===== src/rtl/upc_pkg.sv =====
// Shared opcode encoding and microword field geometry for upc_sequencer.
// Latency: none (types and constant functions only).
// Backpressure: n/a. UPC_PARITY_EN adds one even-parity bit to each stored word.
package upc_pkg;

    typedef enum logic [2:0] {
        OP_CONT  = 3'd0,
        OP_JMPC  = 3'd1,
        OP_JMP   = 3'd2,
        OP_CALL  = 3'd3,
        OP_CALLC = 3'd4,
        OP_RET   = 3'd5,
        OP_RETC  = 3'd6,
        OP_HALT  = 3'd7
    } op_e;

    localparam int OP_W = 3;

`ifdef UPC_PARITY_EN
    localparam int PAR_W = 1;
`else
    localparam int PAR_W = 0;
`endif

    // A single condition still needs one select bit so the field never vanishes.
    function automatic int sel_w(input int cond_n);
        return (cond_n > 1) ? $clog2(cond_n) : 1;
    endfunction

    // Layout MSB..LSB: op | sel | pol | addr | ctrl
    function automatic int word_w(input int addr_w, input int sw, input int ctrl_w);
        return OP_W + sw + 1 + addr_w + ctrl_w;
    endfunction

    function automatic int prog_w(input int addr_w, input int sw, input int ctrl_w);
        return word_w(addr_w, sw, ctrl_w) + PAR_W;
    endfunction

    function automatic int addr_lsb(input int ctrl_w);
        return ctrl_w;
    endfunction

    function automatic int pol_bit(input int addr_w, input int ctrl_w);
        return ctrl_w + addr_w;
    endfunction

    function automatic int sel_lsb(input int addr_w, input int ctrl_w);
        return ctrl_w + addr_w + 1;
    endfunction

    function automatic int op_lsb(input int addr_w, input int sw, input int ctrl_w);
        return ctrl_w + addr_w + 1 + sw;
    endfunction

endpackage


===== src/rtl/upc_sequencer_if.sv =====
// Bus bundle between a datapath/loader (master) and upc_sequencer (slave).
// Latency: none (wires only).
// Backpressure: hold from the master freezes the sequencer; no ready signalling.
// Ports: hold, cond, prog_we/prog_addr/prog_data in; ctrl_bus, upc, halted,
// stk_err, parity_err out. prog_data carries the parity bit under UPC_PARITY_EN.
interface upc_sequencer_if #(
    parameter int ADDR_W = 4,
    parameter int CTRL_W = 7,
    parameter int COND_N = 4
);
    import upc_pkg::*;

    localparam int SEL_W  = sel_w(COND_N);
    localparam int PROG_W = prog_w(ADDR_W, SEL_W, CTRL_W);

    logic                hold;
    logic [COND_N-1:0]   cond;
    logic                prog_we;
    logic [ADDR_W-1:0]   prog_addr;
    logic [PROG_W-1:0]   prog_data;
    logic [CTRL_W-1:0]   ctrl_bus;
    logic [ADDR_W-1:0]   upc;
    logic                halted;
    logic                stk_err;
    logic                parity_err;

    modport master (
        output hold, cond, prog_we, prog_addr, prog_data,
        input  ctrl_bus, upc, halted, stk_err, parity_err
    );

    modport slave (
        input  hold, cond, prog_we, prog_addr, prog_data,
        output ctrl_bus, upc, halted, stk_err, parity_err
    );

endinterface


===== src/rtl/upc_stack.sv =====
// Return-address LIFO, STACK_D entries of ADDR_W bits.
// Latency: push/pop take effect on the clock edge; o_top is combinational.
// Backpressure: push while full and pop while empty are ignored; caller checks o_full/o_empty.
module upc_stack #(
    parameter int STACK_D = 4,
    parameter int ADDR_W  = 4
) (
    input  logic              clk,
    input  logic              rst_n,
    input  logic              i_push,
    input  logic              i_pop,
    input  logic [ADDR_W-1:0] i_dat,
    output logic [ADDR_W-1:0] o_top,
    output logic              o_full,
    output logic              o_empty
);
    localparam int SP_W  = $clog2(STACK_D + 1);
    localparam int IDX_W = (STACK_D > 1) ? $clog2(STACK_D) : 1;

    logic [ADDR_W-1:0] r_mem [STACK_D];
    logic [SP_W-1:0]   r_sp;

    assign o_full  = (32'(r_sp) == STACK_D);
    assign o_empty = (r_sp == '0);
    // Only meaningful when not empty; the caller never pops an empty stack.
    assign o_top   = r_mem[IDX_W'(r_sp - SP_W'(1))];

    always_ff @(posedge clk) begin
        if (i_push && !o_full) begin
            r_mem[IDX_W'(r_sp)] <= i_dat;
        end
    end

    always_ff @(posedge clk or negedge rst_n) begin
        if (!rst_n) begin
            r_sp <= '0;
        end else if (i_push && !o_full) begin
            r_sp <= r_sp + SP_W'(1);
        end else if (i_pop && !o_empty) begin
            r_sp <= r_sp - SP_W'(1);
        end
    end

endmodule


===== src/rtl/upc_sequencer.sv =====
// Microprogrammed controller: writable store, conditional branch, call/return, halt.
// Latency: ctrl_bus shows the word at upc one clock after it is fetched.
// Backpressure: hold freezes all state; halt stops until reset; loads accepted always.
// Ports: clk, rst_n (async active-low), sif (slave modport of upc_sequencer_if).
// UPC_PARITY_EN: adds an even-parity bit per word; a bad fetch halts with parity_err.
module upc_sequencer
    import upc_pkg::*;
#(
    parameter int ADDR_W  = 4,
    parameter int CTRL_W  = 7,
    parameter int COND_N  = 4,
    parameter int STACK_D = 4
) (
    input  logic           clk,
    input  logic           rst_n,
    upc_sequencer_if.slave sif
);
    localparam int DEPTH    = 2 ** ADDR_W;
    localparam int SEL_W    = sel_w(COND_N);
    localparam int WORD_W   = word_w(ADDR_W, SEL_W, CTRL_W);
    localparam int PROG_W   = WORD_W + PAR_W;
    localparam int ADDR_LSB = addr_lsb(CTRL_W);
    localparam int POL_BIT  = pol_bit(ADDR_W, CTRL_W);
    localparam int SEL_LSB  = sel_lsb(ADDR_W, CTRL_W);
    localparam int OP_LSB   = op_lsb(ADDR_W, SEL_W, CTRL_W);

    logic [PROG_W-1:0] r_store [DEPTH];
    logic [ADDR_W-1:0] r_upc;
    logic [CTRL_W-1:0] r_ctrl;
    logic              r_halted;
    logic              r_stk_err;

    logic [PROG_W-1:0] w_word;
    op_e               w_op;
    logic [SEL_W-1:0]  w_sel;
    logic              w_pol;
    logic [ADDR_W-1:0] w_addr;
    logic [CTRL_W-1:0] w_ctrl;
    logic              w_cond;
    logic              w_run;
    logic [ADDR_W-1:0] w_upc_inc;
    logic [ADDR_W-1:0] w_upc_nxt;
    logic [CTRL_W-1:0] w_ctrl_nxt;
    logic              w_halt_nxt;
    logic              w_err_nxt;
    logic              w_push;
    logic              w_pop;
    logic [ADDR_W-1:0] w_stk_top;
    logic              w_stk_full;
    logic              w_stk_empty;
`ifdef UPC_PARITY_EN
    logic              w_par_bad;
    logic              r_par_err;
`endif

    // Store has no reset; the combinational read below sees the pre-write word.
    always_ff @(posedge clk) begin
        if (sif.prog_we) begin
            r_store[sif.prog_addr] <= sif.prog_data;
        end
    end

    assign w_word    = r_store[r_upc];
    assign w_op      = op_e'(w_word[OP_LSB +: OP_W]);
    assign w_sel     = w_word[SEL_LSB +: SEL_W];
    assign w_pol     = w_word[POL_BIT];
    assign w_addr    = w_word[ADDR_LSB +: ADDR_W];
    assign w_ctrl    = w_word[CTRL_W-1:0];
    assign w_upc_inc = r_upc + ADDR_W'(1);
    assign w_run     = !sif.hold && !r_halted;
    // Unimplemented select codes read a deasserted flag before polarity.
    assign w_cond    = ((32'(w_sel) < COND_N) ? sif.cond[w_sel] : 1'b0) ^ w_pol;

    upc_stack #(
        .STACK_D (STACK_D),
        .ADDR_W  (ADDR_W)
    ) u_stack (
        .clk     (clk),
        .rst_n   (rst_n),
        .i_push  (w_push),
        .i_pop   (w_pop),
        .i_dat   (w_upc_inc),
        .o_top   (w_stk_top),
        .o_full  (w_stk_full),
        .o_empty (w_stk_empty)
    );

    always_comb begin
        w_upc_nxt  = w_upc_inc;
        w_ctrl_nxt = w_ctrl;
        w_halt_nxt = 1'b0;
        w_err_nxt  = 1'b0;
        w_push     = 1'b0;
        w_pop      = 1'b0;
        case (w_op)
            OP_CONT: begin
            end
            OP_JMPC: begin
                if (w_cond) w_upc_nxt = w_addr;
            end
            OP_JMP: begin
                w_upc_nxt = w_addr;
            end
            OP_CALL, OP_CALLC: begin
                if (w_op == OP_CALL || w_cond) begin
                    // Overflowing call degrades to CONT and flags the error.
                    if (w_stk_full) begin
                        w_err_nxt = 1'b1;
                    end else begin
                        w_push    = 1'b1;
                        w_upc_nxt = w_addr;
                    end
                end
            end
            OP_RET, OP_RETC: begin
                if (w_op == OP_RET || w_cond) begin
                    if (w_stk_empty) begin
                        w_err_nxt = 1'b1;
                    end else begin
                        w_pop     = 1'b1;
                        w_upc_nxt = w_stk_top;
                    end
                end
            end
            OP_HALT: begin
                w_upc_nxt  = r_upc;
                w_halt_nxt = 1'b1;
            end
            default: begin
            end
        endcase
`ifdef UPC_PARITY_EN
        // Corrupt word overrides whatever it decoded to: blank control and stop.
        w_par_bad = ^w_word;
        if (w_par_bad) begin
            w_upc_nxt  = r_upc;
            w_ctrl_nxt = '0;
            w_halt_nxt = 1'b1;
            w_err_nxt  = 1'b0;
            w_push     = 1'b0;
            w_pop      = 1'b0;
        end
`endif
        if (!w_run) begin
            w_push = 1'b0;
            w_pop  = 1'b0;
        end
    end

    always_ff @(posedge clk or negedge rst_n) begin
        if (!rst_n) begin
            r_upc     <= '0;
            r_ctrl    <= '0;
            r_halted  <= 1'b0;
            r_stk_err <= 1'b0;
        end else if (w_run) begin
            r_upc  <= w_upc_nxt;
            r_ctrl <= w_ctrl_nxt;
            if (w_halt_nxt) r_halted  <= 1'b1;
            if (w_err_nxt)  r_stk_err <= 1'b1;
        end
    end

`ifdef UPC_PARITY_EN
    always_ff @(posedge clk or negedge rst_n) begin
        if (!rst_n) begin
            r_par_err <= 1'b0;
        end else if (w_run && w_par_bad) begin
            r_par_err <= 1'b1;
        end
    end
    assign sif.parity_err = r_par_err;
`else
    assign sif.parity_err = 1'b0;
`endif

    assign sif.ctrl_bus = r_ctrl;
    assign sif.upc      = r_upc;
    assign sif.halted   = r_halted;
    assign sif.stk_err  = r_stk_err;

endmodule


===== src/flat_wrapper.sv =====
// flat-port wrapper written by rule: the top's interface ports become plain ports
module upc_sequencer_flat import upc_pkg::*;
#(
    parameter int ADDR_W  = 4,
    parameter int CTRL_W  = 7,
    parameter int COND_N  = 4,
    parameter int STACK_D = 4
)
  (clk, rst_n, sif_hold, sif_cond, sif_prog_we, sif_prog_addr, sif_prog_data, sif_ctrl_bus, sif_upc, sif_halted, sif_stk_err, sif_parity_err);
  upc_sequencer_if #(.ADDR_W(ADDR_W), .CTRL_W(CTRL_W), .COND_N(COND_N)) sif_i ();
  input  logic clk;
  input  logic rst_n;
  input wire logic [$bits(sif_i.hold)-1:0] sif_hold;
  input wire logic [$bits(sif_i.cond)-1:0] sif_cond;
  input wire logic [$bits(sif_i.prog_we)-1:0] sif_prog_we;
  input wire logic [$bits(sif_i.prog_addr)-1:0] sif_prog_addr;
  input wire logic [$bits(sif_i.prog_data)-1:0] sif_prog_data;
  output wire logic [$bits(sif_i.ctrl_bus)-1:0] sif_ctrl_bus;
  output wire logic [$bits(sif_i.upc)-1:0] sif_upc;
  output wire logic [$bits(sif_i.halted)-1:0] sif_halted;
  output wire logic [$bits(sif_i.stk_err)-1:0] sif_stk_err;
  output wire logic [$bits(sif_i.parity_err)-1:0] sif_parity_err;
  assign sif_i.hold = sif_hold;
  assign sif_i.cond = sif_cond;
  assign sif_i.prog_we = sif_prog_we;
  assign sif_i.prog_addr = sif_prog_addr;
  assign sif_i.prog_data = sif_prog_data;
  assign sif_ctrl_bus = sif_i.ctrl_bus;
  assign sif_upc = sif_i.upc;
  assign sif_halted = sif_i.halted;
  assign sif_stk_err = sif_i.stk_err;
  assign sif_parity_err = sif_i.parity_err;
  upc_sequencer #(.ADDR_W(ADDR_W), .CTRL_W(CTRL_W), .COND_N(COND_N), .STACK_D(STACK_D)) u_core (.clk(clk), .rst_n(rst_n), .sif(sif_i));
endmodule

===== config.mk =====
export PLATFORM = sky130hd
export DESIGN_NAME = upc_sequencer_flat
export DESIGN_NICKNAME = d
export VERILOG_FILES = /design/src/rtl/upc_pkg.sv /design/src/rtl/upc_sequencer_if.sv /design/src/rtl/upc_stack.sv /design/src/rtl/upc_sequencer.sv /design/src/flat_wrapper.sv
export SDC_FILE = /design/constraint.sdc
export NUM_CORES = 1
export LEC_CHECK = 0
export CORE_MARGIN = 1
export CORE_UTILIZATION = 40
export CTS_CLUSTER_SIZE = 24
export DETAILED_ROUTE_END_ITERATION = 10
export GPL_TIMING_DRIVEN = 1
export HOLD_SLACK_MARGIN = 0.02
export PLACE_DENSITY = 0.61
export SYNTH_ARGS = -nofsm -noshare
export SYNTH_HDL_FRONTEND = slang
export SYNTH_HIERARCHICAL = 1
export SYNTH_SLANG_ARGS = --single-unit

===== constraint.sdc =====
create_clock -name clk -period 3.7 [get_ports clk]
set_clock_uncertainty 0.05 [all_clocks]
set_input_delay 0.37 -clock clk [delete_from_list [all_inputs] [get_ports clk]]
set_output_delay 0.37 -clock clk [all_outputs]
set_load 0.01 [all_outputs]

After elaboration in Yosys (flattened, before gate mapping):

Memory sizes are Yosys's and may differ from the RTL's.
Cells that the tools add are included.

* input bits: 29
* flip-flop bits (word level): 16
* memories kept: 2
* bits in writable memories: 288
* output and inout bits: 14
* logic and storage cells: 65

Memories
* u_core.r_store: words 16, width 17, read ports 1, clocked after memory_dff 0, write ports 1, line upc_sequencer.sv:27 `logic [PROG_W-1:0] r_store [DEPTH];`
* u_core.u_stack.r_mem: words 4, width 4, read ports 1, clocked after memory_dff 0, write ports 1, line upc_stack.sv:20 `logic [ADDR_W-1:0] r_mem [STACK_D];`

* equal/unequal tests: 8
* magnitude comparators: 1
* add/subtract/negate cells: 3
* bitwise logic cells: 2
* muxes and demuxes: 28
* reductions and logical operators: 16

Operators by type and width (count)
* $mux W4: 5
* $pmux W4 S5: 1
* $mux W1: 18
* $eq A3 B3 Y1 const B: 5
* $eq A3 B2 Y1 const B: 2
* $mux W3: 2
* $reduce_and A2 Y1: 3
* $add A4 B1 Y4 const B: 1
* $logic_not A1 Y1: 4
* $reduce_or A2 Y1: 2
* $add A3 B1 Y3 const B: 1
* $eq A3 B1 Y1 const B: 1
* $logic_and A1 B1 Y1: 3
* $logic_not A3 Y1: 1
* $lt A2 B3 Y1 const B: 1
* $sub A3 B1 Y3 const B: 1
* $bmux W1 S2: 1
* $logic_or A1 B1 Y1: 2
* $pmux W1 S2: 1
* $reduce_bool A2 Y1: 1
* $not A1 Y1: 1
* $xor A1 B1 Y1: 1

Longest topological paths before layout:

An unclocked memory read counts as a cell.

* depth in word-level cells: 11
* gate-level depth with buffers: 14

Cells and area by module:

The synthesis kept the hierarchy.

By module, submodules not included
* upc_sequencer: cells each 584, instances 1, area each 11604.9 µm², seq. area each 8493.1 µm²
* upc_stack: cells each 52, instances 1, area each 872.1 µm², seq. area each 555.5 µm²

Least setup slack after synthesis:

OpenSTA, ideal clock, no wires.

* kind: register to register
* from: register u_core.r_upc[0], in the netlist u_core/sif.upc[0]
* to: memory u_core.u_stack.r_mem[3][0], enable pin
* arrival: 3.004 ns
* library setup time: 0.298 ns
* buffers on the path: 4
* stages on the path, launching flop included: 14
* path slack: 0.348 ns
* cell sequence: dfrtp_1 buf_6 buf_12 mux4_2 a22o_1 a221oi_1 a211o_1 and4_4 buf_6 a21oi_1 nor3_1 a21boi_2 buf_6 and2_2

* cells in the longest elaborated chain, start to end: 11
* elaborated cells between the ends (all ways): 14

RTL lines
* start: declaration: line upc_sequencer.sv:28 `logic [ADDR_W-1:0] r_upc;`
* start signal: assignment: line upc_sequencer.sv:157 `r_upc <= w_upc_nxt;`
* $mem_v2 Z16 W17 *
* $bmux W1 S2: line upc_sequencer.sv:72 `assign w_cond = ((32'(w_sel) < COND_N) ? sif.cond[w_sel] : 1'b0) ^ w_pol;`
* $mux W1 (not written as such): line upc_sequencer.sv:72
* $xor A1 B1 Y1: line upc_sequencer.sv:72
* $logic_or A1 B1 Y1: line upc_sequencer.sv:105 `if (w_op == OP_CALL || w_cond) begin`
* $mux W1: line upc_sequencer.sv:105
* $mux W1 *: line upc_sequencer.sv:95 `case (w_op)`
* $mux W1 *: line upc_sequencer.sv:144 `if (!w_run) begin`
* named net u_core.w_push: line upc_sequencer.sv:46 `logic w_push;`
* $logic_and A1 B1 Y1 *: line upc_stack.sv:29 `if (i_push && !o_full) begin`
* $mux W1 *: line upc_stack.sv:29
* $mux W1 (not written as such) *: line upc_stack.sv:30 `r_mem[IDX_W'(r_sp)] <= i_dat;`
* end: declaration: line upc_stack.sv:20

Mark *: on every way through the listed nets, which the timed path passes. The rest lies on a longest branch. The select of a mux whose other input is x is not followed.

Final worst setup path:

* from: register u_core.r_upc[0], in the netlist u_core/sif.upc[0]
* to: memory u_core.u_stack.r_mem[0][0], enable pin

The elaborated chain is that of the path after synthesis.

==> flow_summary.yaml <==
detailed_routing:
  avgViaCountPerCell: 5.633
  wirelength_um: 27630
  dr.first_iter.drc_count: 501
  first_pass_iters: 5
  vias: 6410
  ant_nets: 0
  avgRoutedWirePerCell_um: 24.28
  drc_errors: 0
setup_path:
  end_kind: "flip-flop"
  rr_worst_depth: 9
  crit_start: "u_core/sif.upc[0]$_DFFE_PN0P_"
  r2r-start: "u_core/sif.upc[0]$_DFFE_PN0P_"
  cp_slowest_stage_delay_ps: 550
  setup.worst_path.end: "u_core/u_stack/r_mem[0][0]$_DFFE_PP_"
  cp.arrival_ps: 3700
  worstPathCellList: "mux4_2 > a22o_1 > a221oi_1 > a211o_1 > and4_4 > a21oi_1 > nor3_1 > a21boi_4 > and2_2"
  required_ps: 3920
  path_class: "flip-flop to flip-flop"
  rrSetupSlack_ps: 210
  crit_slowest_cell: "dfrtp_4"
  crit_fanout: 13
  r2r_end: "u_core/u_stack/r_mem[0][0]$_DFFE_PP_"
  startpoint_type: "flip-flop"
global_routing:
  overflow: 0
  grt_pass1_wl_um: 41370
  grt_usage_pct: 17.95
  grt_max_degree: 31
  antenna_found_initial: 1
  grt_pass1_vias: 6663
finish:
  fillCellCount: 2504
  finalNetCount: 753
  fin_cells: 1138
  layout-drive-gt1-share_pct: 29.28
  syn2layout_area_growth_pct: 17.45
  fin_area_sq_um: 14650
placement:
  placed_area_sq_um: 13530
  portBuffers: 41
  gp_congestion: 0.8076
  hpwl_um: 16420
  dpl.cell_count: 1075
logic_synthesis:
  synthArstFlopShare_pct: 5.263
  synth.area.top_cells: "edfxtp_1 69%, mux4_2 14%, dfrtp_1 3.2%"
  ys_ff_latch: 304
  syn_nets: 672
  synth_edf_count: 288
  syn_inst: 636
  yosysTopAreaCell: "edfxtp_1"
  ys_types: 58
  synth_top_area_share_pct: 69.31
  ys_warn_count: 6
  synth_common_cells: "288 x edfxtp_1, 76 x mux4_2, 31 x nor2_1"
  ys_seq_area_share_pct: 72.52
  synth_most_common_cell: "edfxtp_1"
  synth.avg_cell_area_sq_um: 19.62
  netlist_area_sq_um: 12480
  ys.flop_type: "edfxtp_1"
clocking:
  ctsHtreeMaxLevel: 1
  clockBufferDepth: 3
  clock_latency_ps: 560
  numClockSinks: 304
  clk_transition_reported_paths_ps: 70
  cts_tree: "done"
  root_buffer: "clkbuf_16"
  numCtsBuffers: 30
floorplan:
  dieWidth_um: 178.6
  die_area_sq_um: 31900
  fp.dieH_um: 178.6
  core_area_sq_um: 30670
  pin_count: 43
  rows: 64
  initial_core_util_pct: 40.68
timing:
  min_period_ps: 3487
  tightest_slew_ps: 1038
  fin_setup_tns_ps: 0
  max_freq_ghz: 0.2868
  relSlewSlack_pct: 30.59
  rsz0062_at_grt: "no"
  hold_viol_final: 0
  final-max-slew-violation-count: 0
  setup_violations: 0
  fin_crit_sh_pct: 94.25
  holdWs_ps: 332.0
power_and_ir_drop:
  leakage_nw: 4.734
  peakVddDrop_uv: 320.3
  p_per_area_nw_per_um2: 514.8
flow_run:
  drv_cap: 0
hold_path:
  hp-class: "input pin to async pin"
run_status:
  outcome: "finished, final reports clean"
through the flow:
| stage | worst slack [ps] | total power (W) | util (%) |
|---|---|---|---|
| after floorplan | 347.9 | 0.004241 | - |
| after global placement | 134.8 | 0.004431 | 44.13 |
| after detailed placement | 68.87 | 0.004446 | 44.13 |
| after CTS | 81.14 | 0.007603 | 47.59 |
| after global routing | 43.68 | 0.007777 | 47.78 |
| final | 212.6 | 0.007545 | 47.78 |
where the power goes:
part / switching [W] / leakage (nW) / internal [W]
sequential: 0.0000217 / 2.80 / 0.00383
combinational: 0.000297 / 1.41 / 0.000222
clock: 0.00127 / 0.525 / 0.00190
total: 0.00159 / 4.73 / 0.00595
worst min-delay path by stage:
| stage | to | slack [ps] | cells past startpoint |
|---|---|---|---|
| after floorplan | u_core/sif.ctrl_bus[0]$_DFFE_PN0P_ | 20 | 0 |
| after global placement | u_core/sif.stk_err$_DFFE_PN0P_ | 450 | 2 |
| after detailed placement | u_core/sif.ctrl_bus[1]$_DFFE_PN0P_ | 450 | 1 |
| after CTS | u_core/sif.upc[3]$_DFFE_PN0P_ | 340 | 1 |
| after global routing | u_core/sif.upc[3]$_DFFE_PN0P_ | 380 | 1 |
| final | u_core/sif.upc[3]$_DFFE_PN0P_ | 330 | 1 |
per-layer routing:
layer  wire, um  track usage [%]
met1      12050            25.09
met2      13700            29.34
met3       1301            2.558
met4        581            5.120
met5          0                0
registers in the layout (all words and copies together), names as in the netlist:
register              count
u_core/sif.halted         1
u_core/r_store          272
u_core/u_stack/r_sp       3
u_core/sif.ctrl_bus       7
u_core/sif.upc            4
u_core/u_stack/r_mem     16
u_core/sif.stk_err        1
kinds of logic after synthesis:
group           count (synthesis)  synth area share [%]
simple gates                  116                 4.723
mux                            99                 16.32
other cells                     1               0.03006
flops                         304                 72.52
buf+inv                        44                 1.765
fa+ha+maj                       7                0.7019
compound gates                 61                 3.660
xor+xnor                        4                0.2808
cell usage in the layout (no fill, tap or decap), drive strengths merged, types with 12 or more instances in the layout:
master	n
a21oi	12
buf	44
clkbuf	39
clkdlybuf4s50	41
dfrtp	16
edfxtp	288
mux4	81
nand2	22
nand3	16
nor2	31
area by class of cell:
class | instances | area [sq um] | share of cell area [%]
diodes | 1 | 2.502 | 0.01708
clock buffers | 39 | 844.6 | 5.763
clock inverters | 17 | 217.7 | 1.486
inverters | 8 | 30.03 | 0.2049
multi-input cells | 288 | 3266 | 22.28
flip-flops and latches | 304 | 9054 | 61.78
well taps | 396 | 495.5 | 3.381
repair buffers | 85 | 744.5 | 5.080
worst max-delay path, delay by kind of cell (launching register included):
family           cells  cell delay (ps)
AO/OA/AOI/OAI        5             1250
flip-flops           1              550
multiplexers         1              520
AND/OR/NAND/NOR      3              820
what timing repair did:
action	in CTS	in global routing
buffers inserted	0	6
setup endpoints to repair	0	17
gates resized for setup	0	2
hold buffers	0	0
Power figures use the tool's default switching activity.
